`config.mk`:
```
export PLATFORM = sky130hd
export DESIGN_NAME = mem_arbiter
export DESIGN_NICKNAME = d
export VERILOG_FILES = /design/src/rtl/mem_arbiter_pkg.sv /design/src/rtl/mem_arbiter_rr2.sv /design/src/rtl/mem_arbiter.sv
export SDC_FILE = /design/constraint.sdc
export NUM_CORES = 1
export LEC_CHECK = 0
export BUFFER_PORTS_ARGS = -buffer_cell sky130_fd_sc_hd__buf_2
export CAP_MARGIN = 0
export CORE_UTILIZATION = 47
export CTS_CLUSTER_SIZE = 20
export DETAILED_ROUTE_END_ITERATION = 16
export MAX_ROUTING_LAYER = met4
export PLACE_DENSITY = 0.86
export SLEW_MARGIN = 20
export SYNTH_ARGS = -nofsm -noshare
export SYNTH_HDL_FRONTEND = slang
export SYNTH_HIERARCHICAL = 1
export SYNTH_SLANG_ARGS = --single-unit
```
`constraint.sdc`:
```
create_clock -name CLK -period 5.5 [get_ports CLK]
set_input_delay 0.55 -clock CLK [delete_from_list [all_inputs] [get_ports CLK]]
set_output_delay 0.55 -clock CLK [all_outputs]
set_load 0.01 [all_outputs]
```
`src/rtl/mem_arbiter_pkg.sv`:
```
// Shared encodings for the instruction/data memory arbiter.
// Holds the FSM state codes, the channel owner codes and the default access timeout.
package mem_arbiter_pkg;

    typedef logic [2:0] state_t;

    localparam state_t ST_IDLE   = 3'd0;
    localparam state_t ST_BUSY_I = 3'd1;
    localparam state_t ST_BUSY_D = 3'd2;
    localparam state_t ST_RESP_I = 3'd3;
    localparam state_t ST_RESP_D = 3'd4;

    localparam logic OWNER_INSTR = 1'b0;
    localparam logic OWNER_DATA  = 1'b1;

    localparam int TIMEOUT_CYC_DEFAULT = 255;

endpackage

```
`src/rtl/mem_arbiter_rr2.sv`:
```
// Two-way round-robin picker: combinational choice between fetch and load/store,
// with the last granted owner held in a register and advanced only when a grant is taken.
module arb_rr2
    import mem_arbiter_pkg::*;
(
    input  logic CLK,
    input  logic RES,
    input  logic instr_req,
    input  logic data_req,
    input  logic advance,
    output logic grant,
    output logic owner
);

    logic last_owner;

    always_comb begin
        grant = instr_req | data_req;
        if (instr_req && data_req) begin
            owner = ~last_owner;
        end else if (data_req) begin
            owner = OWNER_DATA;
        end else begin
            owner = OWNER_INSTR;
        end
    end

    // Resetting to INSTR makes the first tie go to the data channel.
    always_ff @(posedge CLK or posedge RES) begin
        if (RES) begin
            last_owner <= OWNER_INSTR;
        end else if (advance && grant) begin
            last_owner <= owner;
        end
    end

endmodule

```
`src/rtl/mem_arbiter.sv`:
```
// Serialises instruction-fetch and load/store accesses onto one single-port memory.
// state   | meaning
// IDLE    | no access in flight, arbitrate pending requests
// BUSY_I  | fetch issued, waiting for mem_valid or timeout
// BUSY_D  | load/store issued, waiting for mem_valid or timeout
// RESP_I  | instr_valid pulse, back to IDLE next cycle
// RESP_D  | data_valid pulse, back to IDLE next cycle
module mem_arbiter
    import mem_arbiter_pkg::*;
#(
    parameter int ADR_W       = 32,
    parameter int DATA_W      = 32,
    parameter int TIMEOUT_CYC = TIMEOUT_CYC_DEFAULT
) (
    input  logic              CLK,
    input  logic              RES,
    input  logic              instr_req,
    input  logic [ADR_W-1:0]  instr_adr,
    output logic [DATA_W-1:0] instr_read,
    output logic              instr_valid,
    input  logic              data_req,
    input  logic              data_write_enable,
    input  logic [ADR_W-1:0]  data_adr,
    input  logic [DATA_W-1:0] data_write,
    output logic [DATA_W-1:0] data_read,
    output logic              data_valid,
    output logic              mem_req,
    output logic              mem_we,
    output logic [ADR_W-1:0]  mem_adr,
    output logic [DATA_W-1:0] mem_wdata,
    input  logic [DATA_W-1:0] mem_rdata,
    input  logic              mem_valid,
    output logic              timeout_err
);

    localparam int CNT_W = $clog2(TIMEOUT_CYC + 1);
    localparam logic [CNT_W-1:0] CNT_LAST = CNT_W'(TIMEOUT_CYC - 1);

    state_t           state;
    logic [CNT_W-1:0] wait_cnt;
    logic             grant;
    logic             owner;
    logic             in_idle;

    assign in_idle     = (state == ST_IDLE);
    assign instr_valid = (state == ST_RESP_I);
    assign data_valid  = (state == ST_RESP_D);

    arb_rr2 u_arb (
        .CLK       (CLK),
        .RES       (RES),
        .instr_req (instr_req),
        .data_req  (data_req),
        .advance   (in_idle),
        .grant     (grant),
        .owner     (owner)
    );

    always_ff @(posedge CLK or posedge RES) begin
        if (RES) begin
            state       <= ST_IDLE;
            wait_cnt    <= '0;
            mem_req     <= 1'b0;
            mem_we      <= 1'b0;
            mem_adr     <= '0;
            mem_wdata   <= '0;
            instr_read  <= '0;
            data_read   <= '0;
            timeout_err <= 1'b0;
        end else begin
            case (state)
                ST_IDLE: begin
                    if (grant) begin
                        wait_cnt <= '0;
                        mem_req  <= 1'b1;
                        if (owner == OWNER_DATA) begin
                            state     <= ST_BUSY_D;
                            mem_we    <= data_write_enable;
                            mem_adr   <= data_adr;
                            mem_wdata <= data_write;
                        end else begin
                            state     <= ST_BUSY_I;
                            mem_we    <= 1'b0;
                            mem_adr   <= instr_adr;
                            mem_wdata <= '0;
                        end
                    end
                end
                ST_BUSY_I, ST_BUSY_D: begin
                    // A completion in the terminal cycle takes priority over the abort.
                    if (mem_valid) begin
                        mem_req <= 1'b0;
                        if (state == ST_BUSY_D) begin
                            data_read <= mem_rdata;
                            state     <= ST_RESP_D;
                        end else begin
                            instr_read <= mem_rdata;
                            state      <= ST_RESP_I;
                        end
                    end else begin
                        wait_cnt <= wait_cnt + 1'b1;
                        if (wait_cnt == CNT_LAST) begin
                            mem_req     <= 1'b0;
                            timeout_err <= 1'b1;
                            if (state == ST_BUSY_D) begin
                                data_read <= '0;
                                state     <= ST_RESP_D;
                            end else begin
                                instr_read <= '0;
                                state      <= ST_RESP_I;
                            end
                        end
                    end
                end
                ST_RESP_I, ST_RESP_D: begin
                    state <= ST_IDLE;
                end
                default: begin
                    state <= ST_IDLE;
                end
            endcase
        end
    end

endmodule

```
# Word level (Yosys, flattened, before mapping)
# Cells that the tools add are included.
dict set report op_classes {
  add_sub_neg 1
  mul 0
  n_div 0
  order_cmp 0
  n_eq_ne 8
  n_shift 0
  muxes 26
  bitwise 4
  reduce_logical 13
}
# operator count
set ops {}
lappend ops {{2-to-1 mux 32 bit} 10}
lappend ops {{2-to-1 mux 8 bit} 2}
lappend ops {{case mux 8 bit (2 select lines)} 1}
lappend ops {{AND reduction 3 bit} 5}
lappend ops {{2-to-1 mux 3 bit} 4}
lappend ops {{adder 8 x 1 -> 8 bit (second input constant)} 1}
lappend ops {{equality test 8 bit (second input constant)} 1}
lappend ops {{equality test 3 x 2 -> 1 bit (second input constant)} 2}
lappend ops {{2-to-1 mux 1 bit} 6}
lappend ops {{case mux 3 bit (2 select lines)} 1}
lappend ops {{inequality test 2 bit (second input constant)} 2}
lappend ops {{AND reduction 2 bit} 2}
lappend ops {{nonzero test 2 bit} 2}
lappend ops {{equality test 3 x 1 -> 1 bit (second input constant)} 1}
lappend ops {{equality test 3 bit (second input constant)} 1}
lappend ops {{zero test 3 bit} 1}
lappend ops {{inequality test 3 bit (second input constant)} 1}
lappend ops {{inverter 1 bit} 3}
lappend ops {{logical AND 1 bit} 2}
lappend ops {{2-to-1 mux 2 bit} 1}
lappend ops {{case mux 1 bit (2 select lines)} 1}
lappend ops {{OR reduction 2 bit} 1}
lappend ops {{OR 1 bit} 1}
dict set report word_totals {
  register_bits 143
  latch_bits 0
  mem_bits_rw 0
  romBits 0
  in_bits 134
  output_inout_bits 133
  word_cells 62
  mem_count 0
}

# Longest topological paths before layout
# Gate-level depths: netlist of the first run.
dict set report logic_depth {
  depth_word 5
  mapped_depth 7
  mapped_depth_nobuf 6
}

# Cells and area by module
# Netlist of the first run, hierarchy kept.
# module n_inst cells_per_inst area_per_inst_um2 seq_area_each_um2
set by_module_without_submodules {}
lappend by_module_without_submodules {mem_arbiter 1 513 5756.8 3553.4}
lappend by_module_without_submodules {arb_rr2 1 6 53.8 25.0}

# Least setup slack after synthesis of the first run
# OpenSTA, ideal clock, no wires.
dict set report synth_path {
  path_type {input to register}
  startpoint {in data_req}
  endpoint {reg mem_adr[10]}
  setup_time_ps 133
  arrival_ps 1593
  t_required_ps 5367
  slack_ps 3774
  path_stages 5
  n_path_buf 2
  cell_sequence {a21boi_0 -> clkbuf_1 -> clkbuf_1 -> mux2i_1 -> o21ai_0}
}
dict set report synth_via {
  elab_chain_len 3
  word_cells_on_any_way 6
}
# element line_no
set synth_lines {}
lappend synth_lines {{start: declaration} mem_arbiter.sv:21} ;# input logic data_req,
lappend synth_lines {{2-to-1 mux 1 bit / logical AND 1 bit (equally long branches)} {mem_arbiter_rr2.sv:21, mem_arbiter_rr2.sv:19}}
lappend synth_lines {{2-to-1 mux 1 bit} mem_arbiter_rr2.sv:19} ;# if (instr_req && data_req) begin
lappend synth_lines {{2-to-1 mux 32 bit} mem_arbiter.sv:76} ;# if (owner == OWNER_DATA) begin
lappend synth_lines {{end signal: assignment} mem_arbiter.sv:79} ;# mem_adr <= data_adr;
lappend synth_lines {{end signal: assignment} mem_arbiter.sv:84} ;# mem_adr <= instr_adr;
lappend synth_lines {{end: declaration} mem_arbiter.sv:29} ;# output logic [ADR_W-1:0] mem_adr,
# Parallel ways exist; a longest one is shown, timed or not.
# A chain may end at the register's enable or synchronous reset.

# Worst setup path after layout of the first run
dict set report layout_path {
  startpoint {reg wait_cnt[0]}
  endpoint {reg instr_read[28]}
}
dict set report layout_via {
  elab_chain_len 3
}
# element line_no
set layout_lines {}
lappend layout_lines {{start: declaration} mem_arbiter.sv:40} ;# logic [CNT_W-1:0] wait_cnt;
lappend layout_lines {{start signal: assignment} mem_arbiter.sv:101} ;# wait_cnt <= wait_cnt + 1'b1;
lappend layout_lines {{equality test 8 bit} mem_arbiter.sv:102} ;# if (wait_cnt == CNT_LAST) begin
lappend layout_lines {{nonzero test 2 bit (no line)} n/a}
lappend layout_lines {{AND reduction 3 bit (no line)} n/a}
lappend layout_lines {{end signal: assignment} mem_arbiter.sv:97} ;# instr_read <= mem_rdata;
lappend layout_lines {{end: declaration} mem_arbiter.sv:19} ;# output logic [DATA_W-1:0] instr_read,
# No other way between the ends.

==> out/results.txt, run 1 <==
Reported max-cap violation count: 0. The tools report the pin count of the biggest net entering global routing as 131. Post-synthesis cell type count: 38. The average cell area after synthesis came out at 11.2 um^2. The portion of synthesized area spent on multiplexers is 5.51%. Setup slack closes at 3.20 ns. For this configuration, the core starts out at a cell density of 48.4%.

Registers are responsible for 38.9% of the overall power. The run gives 4830 as the routed via count. After the last flow step, the layout net total stands at 905. TritonCTS built the clock tree.

The synthesized netlist devotes 18.2% of its cell area to compound gates. Count of nets left with antenna violations after detail routing: 0. Synthesis produced 519 cells. The tools report the global-route total usage across every layer as 25.1%. After synthesis, the largest family of logic cells by area is compound AO/OA/AOI/OAI gates.

The maximum resistive drop on vdd is 0.311 mV. Busiest layer in global routing: met2. The floorplan step set the die height to 113 um. In the finished design, the share of the clock period the worst path needs comes to 41.8%.

The internal portion of total power is 0.00302 W. Before CTS, the worst setup slack after placement is 2.78 ns. The total design power was 0.00473 W; the number of enable-type register cells in the synthesized netlist was 0. In this run the power density over the cells is 604 nW/um^2. For this run, global-route usage on met1 was measured as 30.2%. For the count of placed standard cells including taps, the log shows 896.

The run gives 0 as the number of antenna violations at the first check in global routing. The synthesized design spends more area on one cell type than any other, namely dfrtp_1. The final weighted congestion in routability-driven placement is 0.828, and the total routed wirelength is 15200 um.

The simple-gate share of the synthesized area is 10.4%. The number of diodes added for antenna fixing was 0; the final routed wire length divided by cell count was 16.3 um. The run gives 24.8% as the clock share of power. The fraction of final layout cells sized beyond drive strength 1 is 40.1%, and the later-pin clock latency in the skew report is 0.42 ns.

For this run, design rule violations remaining after detail routing come to 0. Counting the buffers created by CTS gives 17. For this design the total switching power over the nets is 0.00171 W. The transition at the pin with the smallest max-transition slack is 1.12 ns. The final sum of negative setup slack is 0 ns, and the clock transition time at the flip-flop clock pins of the worst setup and hold paths is 0.06 ns.

The endpoint identified for the worst register-to-register timing path is instr_read[28]. The Yosys step of the flow raised 6 warnings. After synthesis the netlist holds a flip-flop and latch count of 143. Global routing used 40.7% of the available met2 tracks. Setup violations remaining at the end of the flow were counted as 0. The mapped netlist covers 5810 um^2. Setup repair after global routing left no endpoint under its margin. The synthesized netlist devotes 0.431% of its cell area to adder and majority cells.

Global routing finished with a remaining overflow of 0. Buffers placed on the I/O ports in this run total 266. After filler insertion, the fill cell instance count of the layout stands at 978.

The tools report the die area as 12800 um^2. For the data required time of the critical path, the log shows 5.84 ns. The wire-length estimate of the detail-placed layout is 10500 um.

The number of core rows was 40. The area overhead of the layout relative to synthesis is 34.7%. The worst setup path is captured at a register. The number of hold-slack violations in the final timing report is 0. The clock tree synthesis step divided the H-tree into 4 levels.

Of the total power, the share spent switching nets is 36.2%. The worst slack on hold paths came out at 0.364 ns. After synthesis, the largest area contributor takes up 61.6% of total cell area.

Violation count after the first detailed-route iteration: 375. The run finished with clean final reports. The clock period could shrink to 2.30 ns. The tightest min-delay check is of the in2reg type. The share of synthesized registers carrying an async set or reset works out to 100%. Tracing the worst setup path back leads to its startpoint at wait_cnt[0].

Static timing analysis puts the maximum clock frequency at 435 MHz. The die span in x came out at 113 um. For the final database, setup skew stands at 0.00962 ns. The share of total power dissipated in combinational logic is 36.3%.

The tools report the first-pass GRT wire length as 23800 um. The tools report the quantity of gates resized following cts as 0. The worst slew margin relative to its limit came out at 25.1%. The worst register-to-register path begins at wait_cnt[0]. For the deepest clock path buffer count, the log shows 2.

For this run, the register share of the synthesized area comes to 61.6%. Count of boundary I/O pins: 267. The core region is 12000 um^2.

Counting every sink on the clock net gives 143. The static power due to leakage came out at 4.18 nW. The share of the synthesized netlist area taken by xor and xnor gates was 0.280%. Among all flip-flop cells after synthesis, the most frequent one is dfrtp_1.

The highest fanout seen on the critical path is 32. The tools report the kind of launch point of the worst setup path as a register. For the number of pins with negative max-slew slack in the final report, the log shows 0. Excluding fillers, the count of instances in the completed layout stands at 928. Global routing consumed, on the met3 layer, 5.25% of the routing resources.

The run gives 4 as the first-pass iteration count of the detailed router. End point of the critical path: instr_read[28]. The logic depth of the worst register-to-register path works out to 6. In the routed layout, each cell is associated on average with a via count of 5.20. Category of the most critical setup path: reg2reg.

Sorting the synthesized cells by area gives the leading types as dfrtp_1 (62%), a22o_1 (9.6%), nand2_1 (7.0%). The slack of the worst reg-to-reg path is 3.20 ns. Clock tree synthesis selected as its root buffer the cell clkbuf_16.

The arrival time at the worst endpoint was 2.64 ns; the number of global-route vias before repair was 4721. For the post-synth net total, the log shows 655.
cells in the mapped netlist, types with 2 or more instances:
master    count
a21oi_1       7
a22o_1       64
and3_1        2
and3_2        2
buf_2        10
buf_6         2
clkbuf_1     27
dfrtp_1     143
ha_1          2
inv_1         8
mux2i_1      32
nand2_1     108
nand3_1       6
nor2_1        2
nor3_1        5
nor3b_1       2
o21ai_0      73
o31ai_1       2
or3_1         3
cell usage in the layout, fill, tap and decap left out, drive strengths merged, types with 3 or more instances in the layout:
cell and n:
o21ai 74, nand2 108, clkbuf 21, buf 270
nand3 6, a21oi 7, or3 3, dfrtp 143
a22o 64, and3 4, bufinv 3, clkinv 5
mux2i 32, nor3 5, inv 9
power groups by stage:
stage,Clock [W],Combinational [W],Sequential (W)
2_1_floorplan,0,0.000833,0.00201
3_3_place_gp,0,0.00167,0.00182
3_5_place_dp,0,0.00173,0.00183
4_1_cts,0.00119,0.00172,0.00183
5_1_grt,0.00124,0.00189,0.00190
6_report,0.00117,0.00171,0.00184
stage by stage:
| step | utilization (%) | area, um^2 |
|---|---|---|
| 2_1_floorplan | - | 5810 |
| 3_3_place_gp | 59.9 | 7200 |
| 3_5_place_dp | 59.9 | 7200 |
| 4_1_cts | 65.1 | 7810 |
| 5_1_grt | 65.2 | 7830 |
| 6_report | 65.2 | 7830 |
critical path, stage by stage (launching register included):
cell	delay [ns]
dfrtp_1	0.45
inv_1	0.07
ha_1	0.19
and3_1	0.17
a21o_1	0.23
nand2_1	0.83
a22o_1	0.28
registers in the layout (all words and copies together), names as in the netlist:
name,cells
data_read,32
instr_read,32
mem_adr,32
mem_wdata,32
wait_cnt,8
state,3
mem_req,1
mem_we,1
timeout_err,1
u_arb/last_owner,1
how the worst min path moves through the flow:
stage                       start          endpoint  slack (ns)  cells after the start
floorplan                     RES  u_arb/last_owner        0.28                      1
CTS                 mem_rdata[10]     data_read[10]        0.36                      2
detailed placement            RES  u_arb/last_owner        0.43                      2
finish              mem_rdata[10]     data_read[10]        0.36                      2
global placement              RES  u_arb/last_owner        0.43                      2
global route        mem_rdata[30]     data_read[30]        0.35                      2
kinds of logic after synthesis:
| group | count (synthesis) |
|---|---|
| adder cells (fa/ha/maj) | 2 |
| AND/OR/NAND/NOR | 140 |
| buffers and inverters | 48 |
| multiplexers | 32 |
| XOR/XNOR | 1 |
| AO/OA/AOI/OAI | 153 |
| flip-flops | 143 |
per-layer routing:
| layer | part of all wire, % | vias to the layer above |
|---|---|---|
| li1 | - | 2320 |
| met1 | 41 | 2302 |
| met2 | 52 | 171 |
| met3 | 4.4 | 37 |
| met4 | 2.7 | 0 |
| met5 | 0 | - |
what timing repair did:
item                      in CTS  in global routing
buffers inserted               0                  0
hold buffers                   1                  0
hold endpoints to repair       1                  0
final cells by class:
class	count	area (um^2)	share of cell area (%)
well taps	147	184	2.35
repair buffers	271	1370	17.5
multi-input cells	328	2050	26.2
inverters	8	35.0	0.448
clock inverters	10	135	1.73
clock buffers	21	470	6.01
flip-flops and latches	143	3580	45.7
No activity file was read; power rests on OpenSTA's default activity.
==> run 2: changes to the inputs <==
--- a/config.mk
+++ b/config.mk
@@ -5,13 +5,14 @@
 export SDC_FILE = /design/constraint.sdc
 export NUM_CORES = 1
 export LEC_CHECK = 0
+export ABC_AREA = 1
 export BUFFER_PORTS_ARGS = -buffer_cell sky130_fd_sc_hd__buf_2
 export CAP_MARGIN = 0
-export CORE_UTILIZATION = 47
+export CORE_UTILIZATION = 43
 export CTS_CLUSTER_SIZE = 20
 export DETAILED_ROUTE_END_ITERATION = 16
 export MAX_ROUTING_LAYER = met4
-export PLACE_DENSITY = 0.86
+export PLACE_DENSITY = 0.82
 export SLEW_MARGIN = 20
 export SYNTH_ARGS = -nofsm -noshare
 export SYNTH_HDL_FRONTEND = slang
==> constraint.sdc (replaced) <==
create_clock -name CLK -period 2.1 [get_ports CLK]
set_input_delay 0.21 -clock CLK [delete_from_list [all_inputs] [get_ports CLK]]
set_output_delay 0.21 -clock CLK [all_outputs]
set_load 0.01 [all_outputs]
==> run 2 against run 1 <==
  * Sequential share of layout area down 2.4 points
  * Synthesized cell count up 30%
  * Core utilization is 5.9 points lower
  * Worst hold slack worse by 0.35 ns
  * Die area rose by 16%
  * First-iteration DRC count fell by 21%
  * Non-clock buffer count increased by 8
  * Sequential power increased by 140%
  * Largest cell class unchanged
==> out/results.txt, run 2 <==
The run gives 43 (was 40) as the number of core rows. The number of synthesized register bits is 143 (unchanged), and the initial core utilization is 44.2% (was 48.4%). Count of buffers from port buffering: 266 (unchanged). The maximum resistive drop on vdd is 0.806 mV (was 0.311 mV).

Commonest non-fill, non-tap cells in the layout: buf_2 (266), nand2_1 (222), dfrtp_1 (143), o21ai_0 (101), nand3_1 (45) (was buf_2 (266), dfrtp_1 (143), nand2_1 (107), o21ai_0 (73), a22o_1 (64)). The run gives 0.0116 W (was 0.00473 W) as the total design power. The tools report the launch point of the worst path as wait_cnt[0] (unchanged).

The die span in x came out at 122 um (was 113 um). The origin of the worst min-delay path was data_write[24] (was mem_rdata[10]). The kind of launch point of the worst setup path is a register (unchanged). For the count of yosys warnings during synthesis, the log shows 6 (unchanged). Setup repair after global routing left no endpoint under its margin. The share of the synthesized netlist area taken by xor and xnor gates came out at 0.426% (was 0.280%).

The tools report the data required time of the critical path as 2.38 ns (was 5.84 ns). The endpoint of the worst-slack reg-to-reg timing path is instr_read[29] (was instr_read[28]). Critical Path, Cell by Cell: inv_1 > ha_1 > nand2_1 > nor2_1 > nand2_2 > nand2_4 > nand2_4 > nand2_1 > o21ai_0 (was inv_1 > ha_1 > and3_1 > a21o_1 > nand2_1 > a22o_1). The combinational cell fraction of total power was 35.8% (was 36.3%); the vias per cell was 4.91 (was 5.20).

The run gives 58.1% (was 61.6%) as the fraction of the yosys area taken by sequential cells. The switching fraction of total power is 38.6% (was 36.2%). The category of the most critical setup path is reg2reg (unchanged). Routed via count: 5528 (was 4830). The share of synthesized registers carrying an async set or reset is 100% (unchanged).

The number of diodes added for antenna fixing was 0 (unchanged). The area fraction in compound gates after synthesis came out at 13.0% (was 18.2%). The tools report the startpoint of the most critical register-to-register path as wait_cnt[0] (unchanged). The largest family of logic cells by synthesized area is simple AND/OR/NAND/NOR gates (was compound AO/OA/AOI/OAI gates).

The number of global-route vias before repair was 5083 (was 4721); the number of levels in the clock H-tree was 4 (unchanged). The simple-gate share of the synthesized area works out to 23.2% (was 10.4%). The dominant cell type by area after synthesis was dfrtp_1 (unchanged). The fraction of the cycle the final worst path needs works out to 83.5% (was 41.8%). The run gives 0.00712 W (was 0.00302 W) as the internal portion of total power. For the count of mapped cells out of synthesis, the log shows 676 (was 519). The most instantiated flip-flop cell in the synthesis netlist is dfrtp_1 (unchanged). The total routed wirelength came out at 16000 um (was 15200 um). The number of enable-type register cells in the synthesized netlist was 0 (unchanged). The global-route total usage across every layer came out at 22.7% (was 25.1%). TritonCTS built the clock tree. The later-pin clock latency in the skew report is 0.42 ns (about the same), and the clock share of power is 25.9% (was 24.8%).

The arrival time at the worst endpoint is 2.03 ns (was 2.64 ns), and the final routed wire length divided by cell count is 14.2 um (was 16.3 um). For the post-synth net total, the log shows 812 (was 655). The first-pass GRT wire length was 25100 um (was 23800 um). The run gives 0.0131 ns (was 0.364 ns) as the worst slack on hold paths. The slack of the worst reg-to-reg path was 0.35 ns (was 3.20 ns); the number of nets in the final layout was 1069 (was 905).

The path class of the lowest-slack min-delay path is in2reg (unchanged). The endpoint kind of the worst setup timing path is a register (unchanged). Deepest clock path buffer count: 2 (unchanged). The maximum single-stage delay on the critical path was 0.41 ns (was 0.83 ns). The buffer count from post-CTS setup fixing is 0 (unchanged). The clock period minus final worst setup slack was 1.75 ns (was 2.30 ns); the average cell area after synthesis was 9.12 um^2 (was 11.2 um^2). The chip height was 122 um (was 113 um); the number of pins with negative max-slew slack in the final report was 0 (unchanged). The tools report the number of buffers added by the clock tree synthesis step as 17 (unchanged). The fraction of post-synthesis cell area in the top cell type by area was 58.1% (was 61.6%); the final sum of negative setup slack was 0 ns (unchanged).

The multiplexer fraction of the synthesized cell area is 0% (was 5.51%). For the first-pass iteration count of the detailed router, the log shows 5 (was 4). The run gives 0 (unchanged) as the reported max-cap violation count. The net switching power figure is 0.00448 W (was 0.00171 W). The clock transition time at the flip-flop clock pins of the worst setup and hold paths is 0.06 ns (about the same). The fraction of final layout cells sized beyond drive strength 1 was 40.9% (was 40.1%); the area overhead of the layout relative to synthesis was 34.1% (was 34.7%). For the pin count of the biggest net entering global routing, the log shows 67 (was 131). For the number of antenna violations at the first check in global routing, the log shows 0 (unchanged).

The number of hold-slack violations in the final timing report was 0 (unchanged). Highest fanout seen on the critical path: 64 (was 32). For the final HPWL from detailed placement, the log shows 11400 um (was 10500 um). The tools report the post-synthesis cell type count as 28 (was 38). Largest cells by area after synthesis: dfrtp_1 (58%), nand2_1 (14%), o21ai_0 (8.2%) (was dfrtp_1 (62%), a22o_1 (9.6%), nand2_1 (7.0%)). The end point of the critical path is instr_read[29] (was instr_read[28]). The run gives 14800 um^2 (was 12800 um^2) as the die area. The tools report the post-synth design cell area as 6160 um^2 (was 5810 um^2).

The flow ran to the end, and the final reports show no timing, DRC or antenna violations. The number of remaining DRC errors was 0 (unchanged). The cell at the slowest stage of the critical path was dfrtp_1 (was nand2_1). The logs give 0 (unchanged) for the setup-violating endpoint count in the final report and 4.48 nW (was 4.18 nW) for the static power due to leakage. The logs give 0.00733 ns (was 0.00962 ns) for the setup skew after layout and 143 (unchanged) for the number of clock sinks seen by CTS. The most common library cell in the layout ignoring fill and taps is buf_2 (unchanged).

The area share of fa/ha/maj cells after synthesis is 0.406% (was 0.431%), and the overflow left after global routing is 0 (unchanged). The transition at the pin with the smallest max-transition slack works out to 0.829 ns (was 1.12 ns). The logic depth of the worst register-to-register path is 9 (was 6), and the proportion of power drawn by flip-flops and latches is 38.3% (was 38.9%). Top post-synthesis cells by count: nand2_1 (222), dfrtp_1 (143), o21ai_0 (101) (was dfrtp_1 (143), nand2_1 (108), o21ai_0 (73)). The tools report the final weighted congestion in routability-driven placement as 0.805 (was 0.828). The logs give 44.7% (was 25.1%) for the worst slew margin relative to its limit and 0 (unchanged) for the quantity of gates resized following cts. The placeable core region was 13900 um^2 (was 12000 um^2). The most repeated cell in the gate-level netlist after synthesis was nand2_1 (was dfrtp_1). The run gives 267 (unchanged) as the count of boundary I/O pins. The count of nets left with antenna violations after detail routing was 0 (unchanged). The quantity of hold-fixing buffers added after cts was 1 (unchanged); the power per cell area was 1400 nW/um^2 (was 604 nW/um^2). The run gives 571 MHz (was 435 MHz) as the maximum clock frequency. The violation count after the first detailed-route iteration came out at 298 (was 375). The library cell used as clock root buffer is clkbuf_16 (unchanged).
## run 2: cell count changes in the layout (fill, tap and decap cells not counted), sizes merged, moves of 4 or more
cell	change
a21oi	-6
a22o	-64
and3	-4
buf	+8
clkbuf	-4
inv	+17
mux2i	-32
nand2	+130
nand3	+39
nor2	+7
nor3	-4
o21ai	+65
or2	+31
## run 2: layout make-up
cell class,instances,area (um^2)
fillers,1215,5670
flip-flops and latches,143,3580
clock inverters,15,170
repair buffers,279,1490
clock buffers,17,425
well taps,180,225
multi-input cells,474,2300
inverters,18,71.3
## run 2: power groups by stage
| stage | clock network [W] | registers (W) | logic (W) |
|---|---|---|---|
| 6_report | 0.00301 | 0.00444 | 0.00415 |
| 5_1_grt | 0.00318 | 0.00456 | 0.00467 |
| 4_1_cts | 0.00307 | 0.00443 | 0.00420 |
| 3_5_place_dp | 0 | 0.00445 | 0.00419 |
| 3_3_place_gp | 0 | 0.00443 | 0.00405 |
| 2_1_floorplan | 0 | 0.00490 | 0.00207 |
## run 2: kinds of logic (layout without fill, tap and decap cells)
logic type,Yosys count,count (layout)
AO/OA/AOI/OAI,142,142
buffers and inverters,59,329
AND/OR/NAND/NOR,327,327
flip-flops,143,143
adder cells (fa/ha/maj),2,2
XOR/XNOR,3,3
## run 2: worst min path at each step
| stage | to | slack, ns | depth (start not counted) |
|---|---|---|---|
| after global routing | mem_wdata[18] | 0.008 | 3 |
| after CTS | mem_wdata[24] | 0.0007 | 3 |
| final | mem_wdata[24] | 0.01 | 3 |
| after floorplan | u_arb/last_owner | -0.06 | 1 |
| after detailed placement | u_arb/last_owner | 0.08 | 2 |
| after global placement | u_arb/last_owner | 0.08 | 2 |
## run 2: per-layer routing
metal,GRT usage [%],vias up,wire [um]
met5,-,-,0
met4,8.02,0,289
met1,26.6,2552,6610
met3,6.09,17,1240
met2,37.5,242,7870
li1,-,2717,-
## run 2: critical path, delay by kind of cell (launching register included)
family	cells	cell delay (ns)
and+or+nand+nor	6	0.84
DFF	1	0.41
adders and majority gates	1	0.15
buffers and inverters	1	0.11
AOI/OAI and AO/OA	1	0.10
## run 2: metrics by stage
step / setup slack, ns / std cells / util (%) / instance area [um^2]
6_report: 0.347 / 1126 / 59.3 / 8260
2_1_floorplan: 0.113 / 676 / - / 6170
3_3_place_gp: 0.495 / 1093 / 54.9 / 7660
5_1_grt: 0.204 / 1126 / 59.3 / 8260
3_5_place_dp: 0.383 / 1093 / 54.9 / 7660
4_1_cts: 0.339 / 1126 / 59.3 / 8260
==> run 3: changes to the inputs <==
--- a/config.mk
+++ b/config.mk
@@ -8,11 +8,11 @@
 export ABC_AREA = 1
 export BUFFER_PORTS_ARGS = -buffer_cell sky130_fd_sc_hd__buf_2
 export CAP_MARGIN = 0
-export CORE_UTILIZATION = 43
+export CORE_UTILIZATION = 48
 export CTS_CLUSTER_SIZE = 20
 export DETAILED_ROUTE_END_ITERATION = 16
 export MAX_ROUTING_LAYER = met4
-export PLACE_DENSITY = 0.82
+export PLACE_DENSITY = 0.87
 export SLEW_MARGIN = 20
 export SYNTH_ARGS = -nofsm -noshare
 export SYNTH_HDL_FRONTEND = slang
==> constraint.sdc (replaced) <==
create_clock -name CLK -period 1.7 [get_ports CLK]
set_input_delay 0.17 -clock CLK [delete_from_list [all_inputs] [get_ports CLK]]
set_output_delay 0.17 -clock CLK [all_outputs]
set_load 0.01 [all_outputs]
==> run 3 against run 2 <==
  * Clock skew about the same
  * Register-to-register slack worse by 0.24 ns
  * Cell area rose by 4.0%
  * Via count is 8.3% higher
  * Routed wire length up 13%
  * Critical path depth shrank 3
  * Clock power up 15%
==> out/results.txt, run 3 (same netlist as run 2, synthesis figures left out) <==
The tools report the static power due to leakage as 4.62 nW (was 4.48 nW). Buffer count from post-CTS setup fixing: 0 (unchanged). The final weighted congestion in routability-driven placement was 0.870 (was 0.805); the fraction of met1 tracks used by global routing was 31.7% (was 26.6%). The setup slack after layout is 0.110 ns (was 0.347 ns). The utilization after layout came out at 68.4% (was 59.3%). Maximum single-stage delay on the critical path: 0.42 ns (was 0.41 ns). The tools report the fraction of met2 tracks used by global routing as 46.6% (was 37.5%). For the setup-violating endpoint count in the final report, the log shows 0 (unchanged).

The chip height came out at 115 um (was 122 um). Setup repair after global routing left no endpoint under its margin. Library cell used as clock root buffer: clkbuf_16 (unchanged). The count of nets left with antenna violations after detail routing is 0 (unchanged), and the first-pass GRT wire length is 27700 um (was 25100 um). The number of core rows came out at 41 (was 43). The number of nets in the final layout came out at 1104 (was 1069). Endpoint kind of the worst setup timing path: a register (unchanged). The maximum clock frequency was 629 MHz (was 571 MHz).

The run gives 3 (was 0) as the number of antenna violations at the first check in global routing. The maximum resistive drop on vdd is 0.916 mV (was 0.806 mV). The pre-CTS worst setup slack was 0.139 ns (was 0.383 ns).

The transition at the pin with the smallest max-transition slack is 0.488 ns (was 0.829 ns), and the die area is 13300 um^2 (was 14800 um^2). Critical Path, Cell by Cell: a21boi_4 > inv_1 > buf_4 > or2_2 > o21ai_0 > o21ai_0 (was inv_1 > ha_1 > nand2_1 > nor2_1 > nand2_2 > nand2_4 > nand2_4 > nand2_1 > o21ai_0). The count of buffers from port buffering is 266 (unchanged).

The number of remaining DRC errors was 0 (unchanged); the clock transition time at the flip-flop clock pins of the worst setup and hold paths was 0.06 ns (about the same). The run gives 0 (unchanged) as the number of hold-slack violations in the final timing report. The run finished with clean final reports. For the number of clock sinks seen by CTS, the log shows 143 (unchanged).

The reported max-cap violation count is 0 (unchanged). Most common library cell in the layout ignoring fill and taps: buf_2 (unchanged). Commonest non-fill, non-tap cells in the layout: buf_2 (266), nand2_1 (222), dfrtp_1 (143), o21ai_0 (100), nand3_1 (45) (was buf_2 (266), nand2_1 (222), dfrtp_1 (143), o21ai_0 (101), nand3_1 (45)). Die span in x: 115 um (was 122 um). The routed via count was 5985 (was 5528); the final routed wire length divided by cell count was 15.7 um (was 14.2 um).

TritonCTS built the clock tree. For the number of buffers added by the clock tree synthesis step, the log shows 17 (unchanged). The tools report the setup skew after layout as 0.00720 ns (was 0.00733 ns). The kind of launch point of the worst setup path was a register (unchanged). Busiest layer in global routing: met2 (unchanged). The logs give 11700 um (was 11400 um) for the final HPWL from detailed placement and 67.4% (was 44.7%) for the worst slew margin relative to its limit.

Cell at the slowest stage of the critical path: dfrtp_1 (unchanged). The area overhead of the layout relative to synthesis is 39.5% (was 34.1%), and the deepest clock path buffer count is 2 (unchanged). The highest fanout seen on the critical path works out to 31 (was 64).

The power per cell area works out to 1680 nW/um^2 (was 1400 nW/um^2). The pin count of the biggest net entering global routing was 94 (was 67); the count of boundary I/O pins was 267 (unchanged). The number of levels in the clock H-tree is 4 (unchanged), and the data required time of the critical path is 1.98 ns (was 2.38 ns).

The category of the most critical setup path is reg2reg (unchanged). The run gives 519 (was 298) as the violation count after the first detailed-route iteration. The fraction of the cycle the final worst path needs works out to 93.5% (was 83.5%). The later-pin clock latency in the skew report was 0.42 ns (about the same).

The clock period minus final worst setup slack came out at 1.59 ns (was 1.75 ns). The run gives 18100 um (was 16000 um) as the total routed wirelength. For the first-pass iteration count of the detailed router, the log shows 6 (was 5). The path class of the lowest-slack min-delay path was in2reg (unchanged). The number of pins with negative max-slew slack in the final report was 0 (unchanged). The number of global-route vias before repair was 5612 (was 5083). The tools report the initial core utilization as 49.0% (was 44.2%). The run gives 12600 um^2 (was 13900 um^2) as the placeable core region. The tools report the global-route total usage across every layer as 28.6% (was 22.7%). The met3 routing resource usage after global routing was 6.96% (was 6.09%). The fraction of final layout cells sized beyond drive strength 1 came out at 39.5% (was 40.9%).

The vias per cell is 5.18 (was 4.91). For the overflow left after global routing, the log shows 0 (unchanged). Arrival time at the worst endpoint: 1.87 ns (was 2.03 ns). The cell repeated most along the worst path is o21ai_0.
## run 3: area by class of cell
class / instances / area, um^2
inverter: 18 / 71.3
clock inverter: 9 / 85.1
antenna: 3 / 7.51
fill: 916 / 3980
clock buffer: 22 / 464
multi-input combinational: 474 / 2300
timing repair buffer: 314 / 1870
tap: 172 / 215
sequential: 143 / 3580
## run 3: worst paths after layout
check,slack (ns),end,from,depth (start not counted)
setup / recovery,0.11,mem_adr[0],u_arb/last_owner,6
hold / removal,0.02,mem_wdata[1],data_write[1],3
setup reg to reg,0.11,mem_adr[0],u_arb/last_owner,6
hold reg to reg,0.46,timeout_err,timeout_err,1
max in group asynchronous,0.80,instr_read[9],RES,4
min in group asynchronous,0.19,u_arb/last_owner,RES,3
## run 3: stage by stage
step	instance area [um^2]	hold WS [ns]	setup TNS [ns]	total power (W)	std cells
global route	8590	0.0253	0	0.0154	1155
detailed placement	7710	0.0397	0	0.0108	1088
global placement	7710	0.0431	0	0.0106	1088
CTS	8590	0.00344	0	0.0144	1152
floorplan	6170	-0.101	-35.08	0.00861	676
finish	8590	0.0224	0	0.0145	1155
## run 3: report_power, final
part           leakage [nW]  internal [W]  total [W]  switching, W
registers              1.85       0.00473    0.00553      0.000802
logic                  2.50       0.00213    0.00548       0.00335
clock network         0.262       0.00208    0.00347       0.00139
total                  4.62       0.00894     0.0145       0.00553
## run 3: critical path, delay by kind of cell, from the launching register on
family / cells / cell delay, ns
AOI/OAI and AO/OA: 3 / 0.41
buffers and inverters: 2 / 0.31
DFF: 1 / 0.42
and+or+nand+nor: 1 / 0.31
## run 3: per-layer routing
layer	wire [um]	up-vias
met3	1410	65
met4	848	0
met5	0	-
li1	-	2781
met1	6880	2793
met2	9000	346
## run 3: timing repair
action,4_1_cts,5_1_grt
setup endpoints to repair,0,9
hold buffers,33,0
hold endpoints to repair,175,0
resized for setup,0,2
